`src/rtl/dmem_arbiter_if.sv`:
```
`default_nettype none
// ============================================================================
// Module   : dmem_arbiter_if
// Brief    : Pipe, loader and data-memory signal bundle for dmem_arbiter.
// Revision : 1.0 - initial release
// ============================================================================
interface dmem_arbiter_if #(
    parameter int AW = 32,
    parameter int DW = 32
);
    // MEMORY-stage requester
    logic          p_read;
    logic          p_write;
    logic [AW-1:0] p_addr;
    logic [DW-1:0] p_wdata;
    logic [DW-1:0] p_rdata;
    logic          p_done;
    logic          stall;
    // loader / debug requester
    logic          l_req;
    logic          l_we;
    logic [AW-1:0] l_addr;
    logic [DW-1:0] l_wdata;
    logic [DW-1:0] l_rdata;
    logic          l_ack;
    // data memory
    logic          mem_req;
    logic          mem_we;
    logic [AW-1:0] mem_addr;
    logic [DW-1:0] mem_wdata;
    logic [DW-1:0] mem_rdata;
    logic          mem_ready;
    logic          err;

    // arbiter side
    modport master (
        input  p_read, p_write, p_addr, p_wdata,
        input  l_req, l_we, l_addr, l_wdata,
        input  mem_rdata, mem_ready,
        output p_rdata, p_done, stall,
        output l_rdata, l_ack,
        output mem_req, mem_we, mem_addr, mem_wdata,
        output err
    );

    // requester / memory side
    modport slave (
        output p_read, p_write, p_addr, p_wdata,
        output l_req, l_we, l_addr, l_wdata,
        output mem_rdata, mem_ready,
        input  p_rdata, p_done, stall,
        input  l_rdata, l_ack,
        input  mem_req, mem_we, mem_addr, mem_wdata,
        input  err
    );
endinterface
`default_nettype wire

```
`src/rtl/dmem_arbiter.sv`:
```
`default_nettype none
// ============================================================================
// Module   : dmem_arbiter
// Brief    : Round-robin arbiter of the MEMORY stage and loader onto a single
//            variable-latency data memory, with pipeline stall and timeout.
// Revision : 1.0 - initial release
// ============================================================================
module dmem_arbiter #(
    parameter int AW      = 32,
    parameter int DW      = 32,
    parameter int TIMEOUT = 16
) (
    input  wire logic      clk,
    input  wire logic      rst,
    dmem_arbiter_if.master bus
);
    typedef enum logic [1:0] {
        ST_IDLE   = 2'd0,
        ST_P_BUSY = 2'd1,
        ST_L_BUSY = 2'd2
    } state_t;

    localparam int                 c_cnt_w       = (TIMEOUT > 1) ? $clog2(TIMEOUT) : 1;
    localparam logic [c_cnt_w-1:0] c_cnt_last    = c_cnt_w'(TIMEOUT - 1);
    localparam logic               c_grant_pipe  = 1'b0;
    localparam logic               c_grant_loader = 1'b1;

    state_t               r_state;
    logic                 r_last_grant;
    logic [c_cnt_w-1:0]   r_cnt;
    logic                 r_mem_req;
    logic                 r_mem_we;
    logic [AW-1:0]        r_mem_addr;
    logic [DW-1:0]        r_mem_wdata;
    logic [DW-1:0]        r_p_rdata;
    logic [DW-1:0]        r_l_rdata;
    logic                 r_p_done;
    logic                 r_l_ack;
    logic                 r_err;

    logic w_p_pend;
    logic w_p_new;
    logic w_l_new;
    logic w_pick_pipe;

    // A requester still asserting during its own completion cycle is the
    // tail of the finished access, not a new one.
    assign w_p_pend    = bus.p_read | bus.p_write;
    assign w_p_new     = w_p_pend & ~r_p_done;
    assign w_l_new     = bus.l_req & ~r_l_ack;
    assign w_pick_pipe = w_p_new & (~w_l_new | (r_last_grant == c_grant_loader));

    always_ff @(posedge clk) begin
        if (rst) begin
            r_state      <= ST_IDLE;
            r_last_grant <= c_grant_loader;
            r_cnt        <= '0;
            r_mem_req    <= 1'b0;
            r_mem_we     <= 1'b0;
            r_mem_addr   <= '0;
            r_mem_wdata  <= '0;
            r_p_rdata    <= '0;
            r_l_rdata    <= '0;
            r_p_done     <= 1'b0;
            r_l_ack      <= 1'b0;
            r_err        <= 1'b0;
        end else begin
            r_p_done <= 1'b0;
            r_l_ack  <= 1'b0;
            case (r_state)
                ST_IDLE: begin
                    if (w_pick_pipe) begin
                        r_state      <= ST_P_BUSY;
                        r_mem_req    <= 1'b1;
                        r_mem_we     <= bus.p_write;
                        r_mem_addr   <= bus.p_addr;
                        r_mem_wdata  <= bus.p_wdata;
                        r_last_grant <= c_grant_pipe;
                        r_cnt        <= '0;
                    end else if (w_l_new) begin
                        r_state      <= ST_L_BUSY;
                        r_mem_req    <= 1'b1;
                        r_mem_we     <= bus.l_we;
                        r_mem_addr   <= bus.l_addr;
                        r_mem_wdata  <= bus.l_wdata;
                        r_last_grant <= c_grant_loader;
                        r_cnt        <= '0;
                    end
                end
                ST_P_BUSY, ST_L_BUSY: begin
                    // mem_ready takes priority over an expiring timeout
                    if (bus.mem_ready) begin
                        if (!r_mem_we) begin
                            if (r_state == ST_P_BUSY) r_p_rdata <= bus.mem_rdata;
                            else                      r_l_rdata <= bus.mem_rdata;
                        end
                        if (r_state == ST_P_BUSY) r_p_done <= 1'b1;
                        else                      r_l_ack  <= 1'b1;
                        r_mem_req <= 1'b0;
                        r_state   <= ST_IDLE;
                    end else if (r_cnt == c_cnt_last) begin
                        if (r_state == ST_P_BUSY) r_p_done <= 1'b1;
                        else                      r_l_ack  <= 1'b1;
                        r_mem_req <= 1'b0;
                        r_err     <= 1'b1;
                        r_state   <= ST_IDLE;
                    end else begin
                        r_cnt <= r_cnt + c_cnt_w'(1);
                    end
                end
                default: begin
                    r_state   <= ST_IDLE;
                    r_mem_req <= 1'b0;
                end
            endcase
        end
    end

    assign bus.mem_req   = r_mem_req;
    assign bus.mem_we    = r_mem_we;
    assign bus.mem_addr  = r_mem_addr;
    assign bus.mem_wdata = r_mem_wdata;
    assign bus.p_rdata   = r_p_rdata;
    assign bus.l_rdata   = r_l_rdata;
    assign bus.p_done    = r_p_done;
    assign bus.l_ack     = r_l_ack;
    assign bus.err       = r_err;
    assign bus.stall     = w_p_pend & ~r_p_done;
endmodule
`default_nettype wire

```
`src/flat_wrapper.sv`:
```
// flat-port wrapper written by rule: the top's interface ports become plain ports
module dmem_arbiter_flat 
#(
    parameter int AW      = 32,
    parameter int DW      = 32,
    parameter int TIMEOUT = 16
)
  (clk, rst, bus_p_read, bus_p_write, bus_p_addr, bus_p_wdata, bus_l_req, bus_l_we, bus_l_addr, bus_l_wdata, bus_mem_rdata, bus_mem_ready, bus_p_rdata, bus_p_done, bus_stall, bus_l_rdata, bus_l_ack, bus_mem_req, bus_mem_we, bus_mem_addr, bus_mem_wdata, bus_err);
  dmem_arbiter_if #(.AW(AW), .DW(DW)) bus_i ();
  input  wire logic clk;
  input  wire logic rst;
  input wire logic [$bits(bus_i.p_read)-1:0] bus_p_read;
  input wire logic [$bits(bus_i.p_write)-1:0] bus_p_write;
  input wire logic [$bits(bus_i.p_addr)-1:0] bus_p_addr;
  input wire logic [$bits(bus_i.p_wdata)-1:0] bus_p_wdata;
  input wire logic [$bits(bus_i.l_req)-1:0] bus_l_req;
  input wire logic [$bits(bus_i.l_we)-1:0] bus_l_we;
  input wire logic [$bits(bus_i.l_addr)-1:0] bus_l_addr;
  input wire logic [$bits(bus_i.l_wdata)-1:0] bus_l_wdata;
  input wire logic [$bits(bus_i.mem_rdata)-1:0] bus_mem_rdata;
  input wire logic [$bits(bus_i.mem_ready)-1:0] bus_mem_ready;
  output wire logic [$bits(bus_i.p_rdata)-1:0] bus_p_rdata;
  output wire logic [$bits(bus_i.p_done)-1:0] bus_p_done;
  output wire logic [$bits(bus_i.stall)-1:0] bus_stall;
  output wire logic [$bits(bus_i.l_rdata)-1:0] bus_l_rdata;
  output wire logic [$bits(bus_i.l_ack)-1:0] bus_l_ack;
  output wire logic [$bits(bus_i.mem_req)-1:0] bus_mem_req;
  output wire logic [$bits(bus_i.mem_we)-1:0] bus_mem_we;
  output wire logic [$bits(bus_i.mem_addr)-1:0] bus_mem_addr;
  output wire logic [$bits(bus_i.mem_wdata)-1:0] bus_mem_wdata;
  output wire logic [$bits(bus_i.err)-1:0] bus_err;
  assign bus_i.p_read = bus_p_read;
  assign bus_i.p_write = bus_p_write;
  assign bus_i.p_addr = bus_p_addr;
  assign bus_i.p_wdata = bus_p_wdata;
  assign bus_i.l_req = bus_l_req;
  assign bus_i.l_we = bus_l_we;
  assign bus_i.l_addr = bus_l_addr;
  assign bus_i.l_wdata = bus_l_wdata;
  assign bus_i.mem_rdata = bus_mem_rdata;
  assign bus_i.mem_ready = bus_mem_ready;
  assign bus_p_rdata = bus_i.p_rdata;
  assign bus_p_done = bus_i.p_done;
  assign bus_stall = bus_i.stall;
  assign bus_l_rdata = bus_i.l_rdata;
  assign bus_l_ack = bus_i.l_ack;
  assign bus_mem_req = bus_i.mem_req;
  assign bus_mem_we = bus_i.mem_we;
  assign bus_mem_addr = bus_i.mem_addr;
  assign bus_mem_wdata = bus_i.mem_wdata;
  assign bus_err = bus_i.err;
  dmem_arbiter #(.AW(AW), .DW(DW), .TIMEOUT(TIMEOUT)) u_core (.clk(clk), .rst(rst), .bus(bus_i));
endmodule
```
`config.mk`:
```
export PLATFORM = sky130hd
export DESIGN_NAME = dmem_arbiter_flat
export DESIGN_NICKNAME = d
export VERILOG_FILES = /design/src/rtl/dmem_arbiter_if.sv /design/src/rtl/dmem_arbiter.sv /design/src/flat_wrapper.sv
export SDC_FILE = /design/constraint.sdc
export NUM_CORES = 1
export LEC_CHECK = 0
export ABC_AREA = 1
export ABC_CLOCK_PERIOD_IN_PS = 2200
export CAP_MARGIN = 5
export CORE_AREA = 2 2 116 118
export CTS_BUF_LIST = sky130_fd_sc_hd__clkbuf_8
export CTS_CLUSTER_DIAMETER = 80
export CTS_CLUSTER_SIZE = 24
export DETAILED_ROUTE_END_ITERATION = 12
export DIE_AREA = 0 0 118 120
export DONT_BUFFER_PORTS = 1
export GPL_TIMING_DRIVEN = 1
export PLACE_DENSITY = 0.73
export SLEW_MARGIN = 20
export SYNTH_ARGS = -nofsm -noshare
export SYNTH_HDL_FRONTEND = slang
export SYNTH_SLANG_ARGS = --single-unit
```
`constraint.sdc`:
```
create_clock -name clk -period 2.2 [get_ports clk]
set_clock_uncertainty 0.15 [all_clocks]
set_input_delay 0.55 -clock clk [delete_from_list [all_inputs] [get_ports clk]]
set_output_delay 0.55 -clock clk [all_outputs]
set_load 0.01 [all_outputs]
```
==> Word-level counts from Yosys, hierarchy flattened <==
Index checks and enable logic that the tools add are counted.
{ "totals": {"out_inout_bits": 134, "in_bits": 167, "wordCells": 71, "ff_bits": 140} }
{ "op_classes": {"bitwise_logic": 12, "addsub": 1, "mux": 28, "eq_ne": 7, "reduce_logical": 11} }
{ "ops": {"columns": ["operator", "n"], "rows": [
  ["$mux 32", 4],
  ["$mux 4", 4],
  ["$mux 1", 13],
  ["$reduce_and 4->1", 3],
  ["$mux 2", 4],
  ["$pmux 4 s2", 1],
  ["$not 1->1", 7],
  ["$add 4x1->4 const B", 1],
  ["$eq 4x4->1 const B", 1],
  ["$ne 2x2->1 const B", 2],
  ["$pmux 2 s2", 1],
  ["$reduce_and 2->1", 2],
  ["$reduce_bool 2->1", 2],
  ["$reduce_or 2->1", 2],
  ["$and 1x1->1", 3],
  ["$ne 3x1->1 const B", 1],
  ["$ne 3x2->1 const B", 1],
  ["$reduce_and 3->1", 1],
  ["$eq 2x1->1 const B", 1],
  ["$eq 2x2->1 const B", 1],
  ["$logic_not 2->1", 1],
  ["$or 1x1->1", 2],
  ["$pmux 1 s2", 1]
]} }

==> Logic depth before layout (Yosys ltp) <==
Gate-level depths: netlist of run 1.
{ "depth": {"ltp_word": 7, "ltp_mapped": 10, "mapped_depth_nobuf": 10} }

==> Least setup slack after synthesis of run 1 <==
OpenSTA, ideal clock, no wires.
{ "synth_path": {"path_kind": "flip-flop to flip-flop", "startpoint": "register u_core.r_state[0]", "endpoint": "register u_core.r_cnt[3]", "path_stages_with_launch": 11, "setup_slack_ns": 0.576, "n_path_buf": 0, "setup_time_ns": 0.116, "arrival_time_ns": 1.358, "path_cell_list": "dfxtp_1 > inv_1 > ha_1 > inv_1 > nor2_1 > nand2_1 > nand2_1 > nand2_1 > inv_1 > nor2_1 > nor2_1"} }
{ "synth_via": {"elab_chain_cells": 4, "elab_cells_between_ends": 10, "cone_classes": "eq/ne: 5; mux: 1; reduce/logical: 4"} }
{ "synth_lines": {"columns": ["item", "line", "rtl"], "rows": [
  ["from (decl)", "dmem_arbiter.sv:28", "state_t r_state;"],
  ["from (signal assigned)", "dmem_arbiter.sv:55", "r_state <= ST_IDLE;"],
  ["from (signal assigned)", "dmem_arbiter.sv:73", "r_state <= ST_P_BUSY;"],
  ["from (signal assigned)", "dmem_arbiter.sv:81", "r_state <= ST_L_BUSY;"],
  ["$eq 2x2->1 or $eq 2x1->1 (tied branches)", "dmem_arbiter.sv:70", "case (r_state)"],
  ["$reduce_or 2->1", "dmem_arbiter.sv:70", null],
  ["$ne 2x2->1 (no line) or $reduce_bool 2->1 (tied branches)", null, null],
  ["$reduce_and 4->1 (no line)", null, null],
  ["to (signal assigned)", "dmem_arbiter.sv:108", "r_cnt <= r_cnt + c_cnt_w'(1);"],
  ["to (decl)", "dmem_arbiter.sv:30", "logic [c_cnt_w-1:0] r_cnt;"]
]} }
Several ways; a longest one is shown, not always the timed one.
A chain may end at the register's enable or synchronous reset.

==> Worst setup path after layout of run 1 <==
{ "layout_path": {"startpoint": "register u_core.r_p_done (netlist: u_core.bus.p_done)", "endpoint": "output bus_stall"} }
{ "layout_via": {"elab_chain_cells": 2} }
{ "layout_lines": {"columns": ["item", "line", "rtl"], "rows": [
  ["from (decl)", "dmem_arbiter.sv:37", "logic r_p_done;"],
  ["from (signal assigned)", "dmem_arbiter.sv:64", "r_p_done <= 1'b0;"],
  ["from (signal assigned)", "dmem_arbiter.sv:68", "r_p_done <= 1'b0;"],
  ["from (signal assigned)", "dmem_arbiter.sv:97", "if (r_state == ST_P_BUSY) r_p_done <= 1'b1;"],
  ["$not 1->1", "dmem_arbiter.sv:128", "assign bus.stall = w_p_pend & ~r_p_done;"],
  ["$and 1x1->1", "dmem_arbiter.sv:128", null],
  ["to (decl)", "flat_wrapper.sv:24", "output wire logic [$bits(bus_i.stall)-1:0] bus_stall;"]
]} }
Every way passes these cells.

==> results of run 1 <==
cell families after synthesis:
logic type	count (synthesis)
AND/OR/NAND/NOR	434
AO/OA/AOI/OAI	173
flip-flops	140
buffers and inverters	112
adder cells (fa/ha/maj)	4
metal layers:
metal  part of all wire (%)  GRT usage, %
met4                    1.5         7.831
met1                     39         26.57
met2                     48         38.44
met3                     11         11.50
met5                      0             0
area by class of cell:
cell class | instances | share of cell area, %
clock inverters | 15 | 3.010
well taps | 176 | 3.352
multi-input cells | 611 | 41.14
repair buffers | 18 | 3.352
flip-flops and latches | 140 | 42.67
inverters | 51 | 2.914
clock buffers | 17 | 3.562
timing repair:
item | in CTS | in global routing
endpoints found under the hold margin | 23 | 0
hold buffers | 4 | 0
setup buffers | 0 | 0
per-stage QoR:
step,hold slack [ns],worst slack (ns),utilization [%]
floorplan,0.2899,0.5755,-
global placement,0.3001,0.3488,46.97
detailed placement,0.3007,0.3119,46.97
CTS,0.08409,0.1465,50.61
global route,0.08388,0.09155,50.61
finish,0.1194,0.2032,50.61
path summary, 6_finish.rpt:
path,from,to,cells after the start
min,bus_mem_rdata[1],u_core.bus.l_rdata[1],2
min reg2reg,u_core.r_state[1],u_core.r_state[1],2
max reg2reg,u_core.r_state[1],u_core.bus.mem_addr[30],7
max,u_core.bus.p_done,bus_stall,2
power breakdown:
part / internal (uW) / switching, uW
sequential: 2880 / 404
combinational: 465 / 848
clock: 1240 / 999
total: 4580 / 2250
critical path, stage by stage (launching register included):
cell     delay (ns)
dfxtp_1        0.40
nor2_4         0.20
buf_4          0.25
flip-flops by register name (all words and copies together) (netlist names):
register              cells
u_core.bus.err            1
u_core.bus.l_ack          1
u_core.bus.l_rdata       32
u_core.bus.mem_addr      32
u_core.bus.mem_req        1
u_core.bus.mem_wdata     32
u_core.bus.mem_we         1
u_core.bus.p_done         1
u_core.bus.p_rdata       32
u_core.r_cnt              4
u_core.r_last_grant       1
u_core.r_state            2
layout by cell type, fill, tap and decap left out, drive strengths merged, types with 2 or more instances in the layout:
master,count
clkbuf,17
nor3,3
ha,4
o21ai,68
nand3,73
inv,54
clkinvlp,2
dlygate4sd3,4
bufinv,4
nor2,79
clkinv,6
nand4,3
buf,14
a21oi,102
nand2,276
dfxtp,140
==> flow_summary.ini, run 1 <==
[status]
status = finished, final reports clean

[logic_synthesis]
syn_area_um2 = 6045
synth_warnings = 0
synthAdderAreaFrac_pct = 0.8280
syn_inst = 863
ys_top_cells_by_area = dfxtp_1, nand2_1, a21oi_1, nand3_1, o21ai_0
synth_edf_count = 0
synth_seq_cells = 140
avgSynthCellArea_um2 = 7.004
synth_largest_area_cell = dfxtp_1
seq_area_frac_synth_pct = 46.37
ys.flop_type = dfxtp_1
synth_top_family_by_area = simple AND/OR/NAND/NOR gates
synthMuxAreaShare_pct = 0
synth_compound_area_share_pct = 14.82
yosys-top-cells-count = nand2_1, dfxtp_1, a21oi_1, nor2_1, nand3_1
synth_xor_area_share_pct = 0
synth_top_area_share_pct = 46.37
synth_nets = 1034
synth-simple-area-share_pct = 28.90
yosysMostFrequentCell = nand2_1
synth.distinct_cells = 24
async_flop_share_pct = 0

[placement]
port-buffer-count = 0
dp_hpwl_um = 11270
dpl-instance-area_um2 = 6097
placedCellCount = 992
place.gp.congestion = 0.8237

[pwr]
leakage_uw = 0.002771
power_density_nw_per_um2 = 1039
irDropWorstVdd_mv = 0.5183
p_total_uw = 6827

[route]
vias = 5405
first_iter_violations = 386
wl_um = 16420
dr.pass1.iters = 5
ant_nets = 0
drc_errors = 0
avgViaCountPerCell = 5.258
wire_per_inst_um = 15.97

[timing]
setup_violations = 0
maxSlewHeadroom_pct = 29.58
period_share_pct = 90.76
max_freq_mhz = 500.8
tightestPinTransition_ns = 1.053
finalSetupTns_ns = 0
finalHoldViolCount = 0
post-route-min-period_ns = 1.997
grt_setup_unrepaired = no
slew_viol_final = 0

[final_layout]
multi_input_area_um2 = 2703
drive_gt1_share_pct = 6.338
fin_area_um2 = 6569
nets = 1010
fin_cells = 1028
antenna_cells = 0
register_area_um2 = 2803
fillers = 1347
area_growth_pct = 8.673

[floorplanning]
die_area_um2 = 14160
io_pins = 301
core_um2 = 12980
start_util_pct = 46.57
die_w_um = 118
die_height_um = 120
num_rows = 42

[worst_setup_path]
critPathLaunchType = flop
cp.arrival_ns = 1.30
reg2reg_setup_slack_ns = 0.31
cp_max_fo = 15
worstPathRequired_ns = 1.50
path_class = reg2out
endpoint_kind = output pin

[clocking]
cts-htree-levels = 4
clockBufferDepth = 2
clockRootBuffer = clkbuf_8
path_clk_slew_ns = 0.08
ctsResizeCount = 0
clk_latency_ns = 0.44
numClockSinks = 140
cts_made_buffers = 17
tritoncts = built

[global_routing]
gr-total-overflow = 0
grt_max_degree = 65
track_usage_pct = 23.39
grt_pass1_wl_um = 26280
grt_pass1_vias = 5097
antenna_found_initial = 0

[worst_hold_path]
hold_class = in2reg

[job]
maxCapViolations = 0
Note: power is estimated with default switching activity, not from simulation.
==> run 2, diff against run 1 <==
--- a/config.mk
+++ b/config.mk
@@ -10,7 +10,6 @@
 export CAP_MARGIN = 5
 export CORE_AREA = 2 2 116 118
 export CTS_BUF_LIST = sky130_fd_sc_hd__clkbuf_8
-export CTS_CLUSTER_DIAMETER = 80
 export CTS_CLUSTER_SIZE = 24
 export DETAILED_ROUTE_END_ITERATION = 12
 export DIE_AREA = 0 0 118 120
@@ -21,3 +20,4 @@
 export SYNTH_ARGS = -nofsm -noshare
 export SYNTH_HDL_FRONTEND = slang
 export SYNTH_SLANG_ARGS = --single-unit
+export TNS_END_PERCENT = 10
==> results of run 2 <==
The final DEF is identical to that of run 1; final timing and power are the same.
